### src/rtl/mem_access_pkg.sv
// Shared definitions for the data-SRAM load/store front end:
// RISC-V size codes, FSM states and byte-enable patterns.
package mem_access_pkg;

    localparam logic [2:0] F3_B  = 3'b000;
    localparam logic [2:0] F3_H  = 3'b001;
    localparam logic [2:0] F3_W  = 3'b010;
    localparam logic [2:0] F3_BU = 3'b100;
    localparam logic [2:0] F3_HU = 3'b101;

    localparam logic [3:0] BE_B = 4'b0001;
    localparam logic [3:0] BE_H = 4'b0011;
    localparam logic [3:0] BE_W = 4'b1111;

    typedef enum logic [1:0] {
        IDLE   = 2'b00,
        ACCESS = 2'b01,
        RESP   = 2'b10
    } state_e;

endpackage

### src/rtl/mem_align.sv
// Combinational access checker: size/alignment/range error, store byte
// enables and sign/zero extension of raw SRAM read data.
module mem_align
    import mem_access_pkg::*;
#(
    parameter int ADDR_W = 16
) (
    input  logic [2:0]  funct3_i,
    input  logic [31:0] addr_i,
    input  logic        we_i,
    input  logic [31:0] rdata_i,
    output logic [3:0]  be_o,
    output logic        err_o,
    output logic [31:0] ldata_o
);

    logic       range_err_s;
    logic       align_err_s;
    logic       f3_err_s;
    logic [3:0] size_be_s;

    // Decode size code into enables, error causes and extended load data
    always_comb begin
        range_err_s = ((addr_i >> ADDR_W) != 32'd0);
        align_err_s = 1'b0;
        f3_err_s    = 1'b0;
        size_be_s   = 4'b0000;
        ldata_o     = 32'd0;
        case (funct3_i)
            F3_B: begin
                size_be_s = BE_B;
                ldata_o   = {{24{rdata_i[7]}}, rdata_i[7:0]};
            end
            F3_BU: begin
                f3_err_s = we_i;
                ldata_o  = {24'd0, rdata_i[7:0]};
            end
            F3_H: begin
                align_err_s = addr_i[0];
                size_be_s   = BE_H;
                ldata_o     = {{16{rdata_i[15]}}, rdata_i[15:0]};
            end
            F3_HU: begin
                align_err_s = addr_i[0];
                f3_err_s    = we_i;
                ldata_o     = {16'd0, rdata_i[15:0]};
            end
            F3_W: begin
                align_err_s = (addr_i[1:0] != 2'b00);
                size_be_s   = BE_W;
                ldata_o     = rdata_i;
            end
            default: begin
                f3_err_s = 1'b1;
            end
        endcase

        err_o = range_err_s | align_err_s | f3_err_s;
        if (we_i && !err_o) begin
            be_o = size_be_s;
        end else begin
            be_o = 4'b0000;
        end
    end

endmodule

### src/rtl/mem_access_unit.sv
// Single-outstanding load/store front end for the data SRAM:
// IDLE accepts a request, ACCESS drives the SRAM for one cycle, RESP holds the reply.
module mem_access_unit
    import mem_access_pkg::*;
#(
    parameter int ADDR_W = 16
) (
    input  logic              clk,
    input  logic              rst_n,
    input  logic              req_valid,
    output logic              req_ready,
    input  logic              req_we,
    input  logic [2:0]        req_funct3,
    input  logic [31:0]       req_addr,
    input  logic [31:0]       req_wdata,
    output logic              rsp_valid,
    input  logic              rsp_ready,
    output logic [31:0]       rsp_rdata,
    output logic              rsp_err,
    output logic [3:0]        mem_w_en,
    output logic [ADDR_W-1:0] mem_address,
    output logic [31:0]       mem_write_data,
    input  logic [31:0]       mem_read_data
);

    state_e              state_q, state_d;
    logic                we_q;
    logic [2:0]          funct3_q;
    logic                err_q;
    logic [ADDR_W-1:0]   mem_address_q;
    logic [31:0]         mem_write_data_q;
    logic [3:0]          mem_w_en_q;
    logic                rsp_valid_q;
    logic [31:0]         rsp_rdata_q;
    logic                rsp_err_q;

    logic                accept_s;
    logic [2:0]          al_funct3_s;
    logic [31:0]         al_addr_s;
    logic                al_we_s;
    logic [3:0]          al_be_s;
    logic                al_err_s;
    logic [31:0]         al_ldata_s;

    assign req_ready      = (state_q == IDLE);
    assign accept_s       = req_valid && (state_q == IDLE);
    assign rsp_valid      = rsp_valid_q;
    assign rsp_rdata      = rsp_rdata_q;
    assign rsp_err        = rsp_err_q;
    assign mem_w_en       = mem_w_en_q;
    assign mem_address    = mem_address_q;
    assign mem_write_data = mem_write_data_q;

    // The checker sees the live request in IDLE and the latched one afterwards
    always_comb begin
        if (state_q == IDLE) begin
            al_funct3_s = req_funct3;
            al_addr_s   = req_addr;
            al_we_s     = req_we;
        end else begin
            al_funct3_s = funct3_q;
            al_addr_s   = {{(32-ADDR_W){1'b0}}, mem_address_q};
            al_we_s     = we_q;
        end
    end

    mem_align #(
        .ADDR_W (ADDR_W)
    ) u_align (
        .funct3_i (al_funct3_s),
        .addr_i   (al_addr_s),
        .we_i     (al_we_s),
        .rdata_i  (mem_read_data),
        .be_o     (al_be_s),
        .err_o    (al_err_s),
        .ldata_o  (al_ldata_s)
    );

    // FSM state register
    always_ff @(posedge clk or negedge rst_n) begin
        if (!rst_n) begin
            state_q <= IDLE;
        end else begin
            state_q <= state_d;
        end
    end

    // FSM next-state logic
    always_comb begin
        state_d = state_q;
        case (state_q)
            IDLE: begin
                if (accept_s) begin
                    state_d = ACCESS;
                end else begin
                    state_d = IDLE;
                end
            end
            ACCESS: begin
                state_d = RESP;
            end
            RESP: begin
                if (rsp_ready) begin
                    state_d = IDLE;
                end else begin
                    state_d = RESP;
                end
            end
            default: begin
                state_d = IDLE;
            end
        endcase
    end

    // Request latch, one-cycle SRAM write strobe and response registers
    always_ff @(posedge clk or negedge rst_n) begin
        if (!rst_n) begin
            we_q             <= 1'b0;
            funct3_q         <= 3'b000;
            err_q            <= 1'b0;
            mem_address_q    <= {ADDR_W{1'b0}};
            mem_write_data_q <= 32'd0;
            mem_w_en_q       <= 4'b0000;
            rsp_valid_q      <= 1'b0;
            rsp_rdata_q      <= 32'd0;
            rsp_err_q        <= 1'b0;
        end else begin
            mem_w_en_q <= 4'b0000;
            if (accept_s) begin
                we_q             <= req_we;
                funct3_q         <= req_funct3;
                err_q            <= al_err_s;
                mem_address_q    <= req_addr[ADDR_W-1:0];
                mem_write_data_q <= req_wdata;
                mem_w_en_q       <= al_be_s;
            end else if (state_q == ACCESS) begin
                rsp_valid_q <= 1'b1;
                rsp_err_q   <= err_q;
                // Stores and errored accesses reply with zero data
                if (we_q || err_q) begin
                    rsp_rdata_q <= 32'd0;
                end else begin
                    rsp_rdata_q <= al_ldata_s;
                end
            end else if ((state_q == RESP) && rsp_ready) begin
                rsp_valid_q <= 1'b0;
            end else begin
                rsp_valid_q <= rsp_valid_q;
            end
        end
    end

endmodule
### config.mk
export PLATFORM = sky130hd
export DESIGN_NAME = mem_access_unit
export DESIGN_NICKNAME = d
export VERILOG_FILES = /design/src/rtl/mem_access_pkg.sv /design/src/rtl/mem_align.sv /design/src/rtl/mem_access_unit.sv
export SDC_FILE = /design/constraint.sdc
export NUM_CORES = 1
export LEC_CHECK = 0
export ABC_AREA = 1
export BUFFER_PORTS_ARGS = -buffer_cell sky130_fd_sc_hd__buf_2
export CAP_MARGIN = 20
export CORE_ASPECT_RATIO = 0.75
export CORE_MARGIN = 8
export CORE_UTILIZATION = 35
export CTS_CLUSTER_DIAMETER = 60
export CTS_CLUSTER_SIZE = 20
export DETAILED_ROUTE_END_ITERATION = 6
export HOLD_SLACK_MARGIN = 0.05
export PLACE_DENSITY = 0.64
export SYNTH_ARGS = -nofsm -noshare
export SYNTH_HDL_FRONTEND = slang
export SYNTH_SLANG_ARGS = --single-unit
export TNS_END_PERCENT = 50
### constraint.sdc
create_clock -name clk -period 3.4 [get_ports clk]
set_clock_uncertainty 0.1 [all_clocks]
set_input_delay 0.34 -clock clk [delete_from_list [all_inputs] [get_ports clk]]
set_output_delay 0.34 -clock clk [all_outputs]
set_load 0.02 [all_outputs]
# --- Yosys cells after proc, flatten, opt, wreduce, memory -nomap -nowiden ---
# Cells that the tools add are included.
totals:
  ff_bits: 93
  inputBits: 104
classes:
  n_eq_ne: 6
  muxes: 15
  bitwise: 3
  n_reduce_logical: 15
ops:
  columns: ["operator", "n"]
  rows:
  - ["$pmux W32 S5", 1]
  - ["$mux W32", 2]
  - ["$reduce_bool A32 Y1", 1]
  - ["$pmux W4 S3", 1]
  - ["$mux W4", 2]
  - ["$eq A3 B3 Y1 const B", 2]
  - ["$pmux W2 S3", 1]
  - ["$mux W1", 4]
  - ["$pmux W1 S2", 2]
  - ["$reduce_and A2 Y1", 2]
  - ["$reduce_bool A2 Y1", 2]
  - ["$reduce_or A2 Y1", 2]
  - ["$eq A3 B1 Y1 const B", 1]
  - ["$eq A3 B2 Y1 const B", 1]
  - ["$logic_and A1 B1 Y1", 3]
  - ["$logic_not A3 Y1", 1]
  - ["$mux W3", 1]
  - ["$reduce_or A3 Y1", 1]
  - ["$eq A2 B1 Y1 const B", 1]
  - ["$eq A2 B2 Y1 const B", 1]
  - ["$logic_not A2 Y1", 1]
  - ["$mux W2", 1]
  - ["$or A1 B1 Y1", 2]
  - ["$logic_not A1 Y1", 1]
  - ["2 further kinds", 2]

# --- Logic depth before layout (Yosys ltp) ---
# Gate-level depths: netlist (run 1).
depth:
  word_depth: 11
  depth_mapped: 12

# --- By module ---
# A second synthesis (run 1) with hierarchy kept.
hier_totals:
  hier_cells: 616
  area_unflattened_um2: 4628.2
by_module_without_submodules:
  columns: ["mod", "instances", "cells_each", "area_each_um2", "seq_area_each_um2"]
  rows:
  - ["mem_access_unit", 1, 499, 4048.9, 2327.2]
  - ["mem_align", 1, 117, 579.3, 0.0]

# --- Worst setup path before layout (run 1) ---
# OpenSTA, ideal clock, no wires.
synth_timing:
  path_kind: "register -> register"
  start: "reg state_q[1]"
  end: "reg rsp_rdata_q[21] (netlist: rsp_rdata[21])"
  setup_time_ps: 116
  t_arrival_ps: 1502
  required_time_ps: 3184
  slack_ps: 1682
  path_stages_with_launch: 12
  path_buffers: 1
  synth_period_minus_slack_ps: 1718
  path_cell_list: "dfrtp_1 nor2_4 nand2_2 nand2_2 inv_2 nand3_2 nor2_4 nor2_8 buf_12 nand2_2 nand2_1 nand2_1"
synth_via:
  elab_chain_cells: 5
synth_rtl:
  columns: ["element", "line_no", "text"]
  rows:
  - ["start, declared", "mem_access_unit.sv:26", "state_e state_q, state_d;"]
  - ["start signal, assigned", "mem_access_unit.sv:84", "state_q <= state_d;"]
  - ["$logic_not A2 Y1 (*)", null, null]
  - ["net req_ready", "mem_access_unit.sv:11", "output logic req_ready,"]
  - ["$mux W3", "mem_access_unit.sv:56", "if (state_q == IDLE) begin"]
  - ["$eq A3 B2 Y1, or another cell as far along", "mem_align.sv:29", "case (funct3_i)"]
  - ["$pmux W32 S5", "mem_align.sv:29", null]
  - ["$mux W32", "mem_access_unit.sv:140", "if (we_q || err_q) begin"]
  - ["end signal, assigned", "mem_access_unit.sv:143", "rsp_rdata_q <= al_ldata_s;"]
  - ["end, declared", "mem_access_unit.sv:34", "logic [31:0] rsp_rdata_q;"]
# The timed path passes the listed nets; every way through them passes the cells marked *.
# A chain may end at the register's enable or synchronous reset.

# --- Final worst setup path (run 1) ---
layout_timing:
  start: "reg state_q[1]"
  end: "reg rsp_rdata_q[10] (netlist: rsp_rdata[10])"
layout_via:
  elab_chain_cells: 5
layout_rtl:
  columns: ["element", "line_no"]
  rows:
  - ["$logic_not A2 Y1", "mem_access_unit.sv:46, mem_access_unit.sv:56"]
  - ["$mux W3", "mem_access_unit.sv:56"]
  - ["$eq A3 B2 Y1, or another cell as far along", "mem_align.sv:29"]
  - ["$pmux W32 S5", "mem_align.sv:29"]
  - ["$mux W32", "mem_access_unit.sv:140"]
# Several ways; a longest one is shown, not always the timed one.

==> flow_metrics.py, run 1 <==
metrics = {
    "status": {
        "outcome": "complete, no violations",
    },
    "grt": {
        "grt_use_met1_pct": 18.0,
        "busiest_layer": "met2",
        "met2_usage_pct": 24.4,
        "grt_max_degree": 54,
        "grt_use_total_pct": 15.0,
        "antenna_found_initial": 0,
        "grt_pass1_vias": 3686,
        "grt_overflow": 0,
        "grt_pass1_wl_mm": 18.3,
        "gr-usage-met3_pct": 6.30,
    },
    "detailed_routing": {
        "first_pass_iters": 4,
        "drt_iter0_markers": 131,
        "via_count": 3599,
        "via_per_inst": 4.39,
        "ant_nets": 0,
        "finalWirelength_mm": 11.4,
        "drc": 0,
        "wl_per_cell_microns": 13.9,
    },
    "critical_path": {
        "cp-start-kind": "flip-flop",
        "cp_top_family": "compound AO/OA/AOI/OAI gates",
        "critPathRequiredTime_ns": 3.55,
        "path_cells": "nor2_2 > inv_2 > nor3_1 > o21a_1 > inv_2 > o21ai_0",
        "crit_fanout": 35,
        "endpoint_kind": "flip-flop",
        "cpMostUsedCell": "inv_2",
        "max_stage_delay_ns": 0.72,
        "cp.buffers_inverters": 2,
        "critPathKind": "reg -> reg",
        "critPathSlowestCell": "o21a_1",
        "crit_arrival_ns": 2.60,
    },
    "place": {
        "routabilityCongestion": 0.789,
        "dp_hpwl_mm": 8.68,
        "io_buffers": 190,
        "placed_cell_area_sq_um": 5040,
    },
    "floorplanning": {
        "pin_count": 191,
        "fp.dieW_microns": 140,
        "initial_core_util_pct": 35.2,
        "coreArea_sq_um": 11400,
        "die_h_microns": 109,
        "fp.dieArea_sq_um": 15200,
        "fp-row-count": 34,
    },
    "final_layout": {
        "drive_above_1_share_pct": 35.7,
        "area_delta_synth_final_pct": 33.7,
        "layout.nets": 775,
        "n_antenna_cell": 0,
        "fin_area_sq_um": 5360,
    },
    "synthesis": {
        "synth.avg_cell_area_sq_um": 8.30,
        "yosys_warnings": 0,
        "syn_inst": 483,
        "mappedNetlistArea_sq_um": 4010,
        "syn_nets": 587,
        "synth_seq_cells": 92,
        "yosysUniqueCellTypes": 26,
        "yosysSeqAreaShare_pct": 57.4,
    },
    "pwr": {
        "switching_share_pct": 41.4,
        "p_seq_share_pct": 35.9,
        "switchingPower_mw": 1.84,
        "p_int_mw": 2.61,
        "ir_worst_vdd_mv": 0.367,
        "power_frac_comb_pct": 41.2,
        "powerDensity_nw_per_um2": 831,
        "power.leakage_nw": 3.24,
        "pwr-share-clk_pct": 23.0,
    },
    "cts": {
        "htreeDepth": 3,
        "clkTransAtPathRegs_ns": 0.06,
        "cts_tree": "yes",
        "cts_inserted_buffers": 9,
        "clock_latency_ns": 0.33,
        "cts.root.buffer_cell": "clkbuf_16",
        "clockBufferDepth": 2,
        "cts.sinks": 92,
    },
    "timing": {
        "rsz0062_at_grt": "no",
        "tightest_slew_ns": 0.862,
        "hold_violations": 0,
        "post-route-period-util_pct": 72.2,
        "tns_ns": 0,
        "finalCriticalPeriod_ns": 2.46,
        "max-slew-margin-rel_pct": 42.5,
        "fin_hold_ws_ns": 0.0983,
        "setup_viol_count_final": 0,
        "max_freq_mhz": 407,
        "slew_viol_final": 0,
    },
    "flow_run": {
        "drv_cap": 0,
    },
    "hold_path": {
        "hold_path_class": "in -> reg",
    },
}
==> worst reg2reg max path: stages (launching register included) <==
cell and delay [ns]:
dfrtp_1 0.45, nor2_2 0.19, inv_2 0.25, nor3_1 0.23, o21a_1 0.72, inv_2 0.20
o21ai_0 0.23
==> kinds of logic (layout without fill, tap and decap cells) <==
group	count (synthesis)	after routing	share of synthesized area, %
AO/OA/AOI/OAI	23	23	2.93
buffers and inverters	42	234	5.62
flip-flops	92	92	57.4
AND/OR/NAND/NOR	326	326	34.0
==> final cells by class <==
cell class / count / area [sq um]
Fill cell: 1156 / 6040
Sequential cell: 92 / 2300
Multi-Input combinational cell: 349 / 1480
Timing Repair Buffer: 195 / 993
Clock buffer: 12 / 267
Tap cell: 144 / 180
Inverter: 24 / 90.1
Clock inverter: 3 / 45.0
==> power groups by stage <==
stage	Clock, mW	Sequential, mW	Combinational (mW)
4_1_cts	1.06	1.60	1.87
5_1_grt	1.10	1.63	2.04
3_3_place_gp	0	1.60	1.83
3_5_place_dp	0	1.61	1.87
6_report	1.02	1.60	1.83
2_1_floorplan	0	1.96	0.933
==> cell usage after synthesis <==
cell	count	share of area (%)
dfrtp_1	92	57
nor3b_1	1	0.19
buf_4	2	0.37
nand3_1	4	0.50
nand2_2	18	2.8
o21ai_0	14	1.7
a21oi_1	8	1.0
buf_6	1	0.28
nand2_1	278	26
clkinv_1	1	0.094
inv_2	5	0.47
buf_12	1	0.50
nor2_1	13	1.2
buf_2	5	0.62
nor2_2	1	0.16
nand4_1	1	0.16
nand3b_1	1	0.19
o21a_1	1	0.19
nor3_1	1	0.12
nor2_4	3	0.84
nor2_8	2	1.0
clkbuf_1	6	0.56
nand2_4	2	0.56
inv_1	18	1.7
nand3_2	1	0.25
clkbuf_8	3	1.0
==> final timing paths <==
path,from,to,slack [ns],cells past startpoint
setup reg to reg,state_q[1],rsp_rdata[10],0.94,6
hold / removal,req_wdata[30],mem_write_data[30],0.1,3
min in group asynchronous,rst_n,mem_address[12],0.38,2
hold reg to reg,mem_write_data[8],mem_write_data[8],0.37,2
max in group asynchronous,rst_n,mem_address[9],1.98,3
setup / recovery,state_q[1],rsp_rdata[10],0.94,6
==> sequential cells by signal, summed over array words and instances (netlist names) <==
signal          flops
state_q             2
rsp_rdata          32
mem_address        16
mem_w_en            3
funct3_q            3
we_q                1
rsp_err             1
err_q               1
rsp_valid           1
mem_write_data     32
==> cells in the final DEF, fill, tap and decap left out <==
master / count
nand2_4: 2
nor2_4: 3
dfrtp_1: 92
nand3_1: 4
nand3b_1: 1
clkbuf_8: 3
nand3_2: 1
inv_1: 18
nand4_1: 1
nor2_1: 13
inv_2: 5
nor3b_1: 1
o21ai_0: 14
nand2_1: 278
nor3_1: 1
a21oi_1: 8
bufinv_16: 1
o21a_1: 1
buf_2: 189
dlygate4sd3_1: 1
nor2_2: 1
buf_4: 5
clkbuf_16: 9
clkinv_1: 1
nor2_8: 2
clkinvlp_4: 2
nand2_2: 18
==> stage by stage <==
stage | cells | power (mW) | utilization, % | worst slack (ns)
after floorplan | 483 | 2.89 | - | 1.68
after global placement | 803 | 3.42 | 44.2 | 1.08
after detailed placement | 803 | 3.47 | 44.2 | 0.887
after CTS | 819 | 4.52 | 47.0 | 0.913
after global routing | 819 | 4.77 | 47.0 | 0.631
final | 819 | 4.45 | 47.0 | 0.944
==> repair_timing <==
item / in CTS / in global routing
endpoints found under the hold margin: 30 / 0
gates resized for setup: 0 / 0
hold buffers: 1 / 0
buffers inserted: 0 / 0
==> layer usage <==
metal	share of wire, %	vias up
met3	8.9	9
met2	46	120
met1	44	1637
met5	0	-
li1	-	1833
met4	1.0	0
(Power assumes the default switching activity.)
==> inputs of run 2 (changes only) <==
--- a/config.mk
+++ b/config.mk
@@ -15,7 +15,7 @@
 export CTS_CLUSTER_SIZE = 20
 export DETAILED_ROUTE_END_ITERATION = 6
 export HOLD_SLACK_MARGIN = 0.05
-export PLACE_DENSITY = 0.64
+export PLACE_DENSITY = 0.67
 export SYNTH_ARGS = -nofsm -noshare
 export SYNTH_HDL_FRONTEND = slang
 export SYNTH_SLANG_ARGS = --single-unit
==> constraint.sdc (replaced) <==
create_clock -name clk -period 2.1 [get_ports clk]
set_clock_uncertainty 0.1 [all_clocks]
set_input_delay 0.21 -clock clk [delete_from_list [all_inputs] [get_ports clk]]
set_output_delay 0.21 -clock clk [all_outputs]
set_load 0.02 [all_outputs]
==> flow_metrics.py, run 2 (synthesized netlist as in run 1, its figures left out) <==
metrics = {
    "pwr": {
        "switching_share_pct": 41.8,
        "power.total_mw": 7.28,
        "ir_worst_vdd_mv": 0.590,
        "p_int_mw": 4.24,
        "p_seq_share_pct": 35.6,
        "pwr-share-clk_pct": 21.8,
        "power.leakage_nw": 3.49,
        "powerDensity_nw_per_um2": 1220,
        "switchingPower_mw": 3.04,
        "power_frac_comb_pct": 42.6,
    },
    "critical_path": {
        "worst_r2r_endpoint": "rsp_rdata[31]",
        "rr_worst_depth": 10,
        "crit_arrival_ns": 1.96,
        "critPathRequiredTime_ns": 2.23,
        "endpoint_kind": "flip-flop",
        "crit_fanout": 16,
        "critPathKind": "reg -> reg",
        "rrSetupSlack_ns": 0.26,
        "r2r-start": "state_q[1]",
        "cp-start-kind": "flip-flop",
    },
    "detailed_routing": {
        "drt_iter0_markers": 208,
        "first_pass_iters": 5,
        "wl_per_cell_microns": 14.0,
        "drc": 0,
        "via_count": 3893,
        "finalWirelength_mm": 12.3,
        "via_per_inst": 4.42,
        "ant_nets": 0,
    },
    "cts": {
        "clkTransAtPathRegs_ns": 0.06,
        "htreeDepth": 3,
        "clock_latency_ns": 0.33,
        "cts_resized": 0,
        "cts_inserted_buffers": 9,
        "cts.sinks": 92,
        "cts_setup_buffers": 0,
        "cts.root.buffer_cell": "clkbuf_16",
        "hold_buffers": 59,
        "cts_tree": "yes",
        "clockBufferDepth": 2,
    },
    "timing": {
        "slew_viol_final": 0,
        "tightest_slew_ns": 0.533,
        "max-slew-margin-rel_pct": 64.5,
        "tns_ns": 0,
        "post-route-period-util_pct": 87.5,
        "hold_violations": 0,
        "rsz0062_at_grt": "no",
        "max_freq_mhz": 544,
        "setup_viol_count_final": 0,
        "finalCriticalPeriod_ns": 1.84,
    },
    "floorplanning": {
        "pin_count": 191,
        "fp-row-count": 34,
        "die_h_microns": 109,
        "fp.dieW_microns": 140,
        "fp.dieArea_sq_um": 15200,
        "initial_core_util_pct": 35.2,
        "coreArea_sq_um": 11400,
    },
    "place": {
        "io_buffers": 190,
        "dp_hpwl_mm": 8.80,
        "placed_cell_area_sq_um": 5060,
        "routabilityCongestion": 0.788,
    },
    "status": {
        "outcome": "complete, no violations",
    },
    "grt": {
        "grt_max_degree": 54,
        "antenna_found_initial": 1,
        "grt_use_total_pct": 16.5,
        "grt_pass1_wl_mm": 20.3,
        "grt_overflow": 0,
        "grt_pass1_vias": 4075,
    },
    "final_layout": {
        "final_common_cell": "nand2_1",
        "fillers": 1047,
        "seq_area_sq_um": 2300,
        "layout.nets": 835,
        "drive_above_1_share_pct": 33.0,
        "final_cell_mix": "nand2_1 (278), buf_2 (189), dfrtp_1 (92)",
        "fin_area_sq_um": 5960,
        "multi_input_area_sq_um": 1480,
        "area_delta_synth_final_pct": 48.6,
    },
    "hold_path": {
        "hp-start": "mem_read_data[20]",
        "holdPathEnd": "rsp_rdata[20]",
        "hold_path_class": "in -> reg",
        "hold_depth": 5,
    },
    "flow_run": {
        "drv_cap": 0,
    },
}
run 2: worst max path at each step:
stage | startpoint | slack [ns] | to
3_3_place_gp | state_q[1] | 0.34 | rsp_rdata[31]
2_1_floorplan | state_q[1] | 0.38 | rsp_rdata[28]
6_report | state_q[1] | 0.26 | rsp_rdata[31]
4_1_cts | state_q[1] | 0.24 | rsp_rdata[31]
5_1_grt | state_q[1] | 0.07 | rsp_rdata[17]
3_5_place_dp | state_q[1] | 0.27 | rsp_rdata[18]
run 2: layer usage:
metal,vias up,global-route usage [%],wire (microns)
met5,-,0,0
met4,0,4.79,138
met3,12,5.77,782
met2,130,27.9,5960
met1,1795,19.9,5460
li1,1956,-,-
run 2: final cells by class:
cell class	count	area share (%)
inverter	24	1.51
multi-input combinational	349	24.9
sequential	92	38.6
clock buffer	14	4.77
clock inverter	2	0.273
tap	144	3.02
antenna	1	0.0420
timing repair buffer	255	26.9
run 2: through the flow:
stage	utilization (%)	hold slack (ns)	setup slack [ns]	cells
after floorplan	-	-0.186	0.382	483
after global placement	44.4	0.113	0.339	805
after detailed placement	44.4	0.122	0.272	805
after CTS	52.2	0.0509	0.245	880
after global routing	52.3	0.0692	0.0657	881
final	52.3	0.0678	0.263	881
run 2: power by group through the flow:
| stage | clock (mW) | combinational (mW) | sequential [mW] |
|---|---|---|---|
| floorplan | 0 | 1.51 | 3.17 |
| global placement | 0 | 2.96 | 2.58 |
| detailed placement | 0 | 3.05 | 2.60 |
| CTS | 1.65 | 3.14 | 2.58 |
| global route | 1.71 | 3.46 | 2.65 |
| finish | 1.59 | 3.10 | 2.59 |
run 2: worst max-delay path, stage by stage (launching register included):
cell and delay (ns):
dfrtp_1 0.46, nor2_4 0.27, nand2_2 0.10, nand2_2 0.11, inv_2 0.08, nand2_4 0.10, nor2_8 0.06, nor2_8 0.26
nand2_1 0.09, nand2_1 0.07, nand2_1 0.04
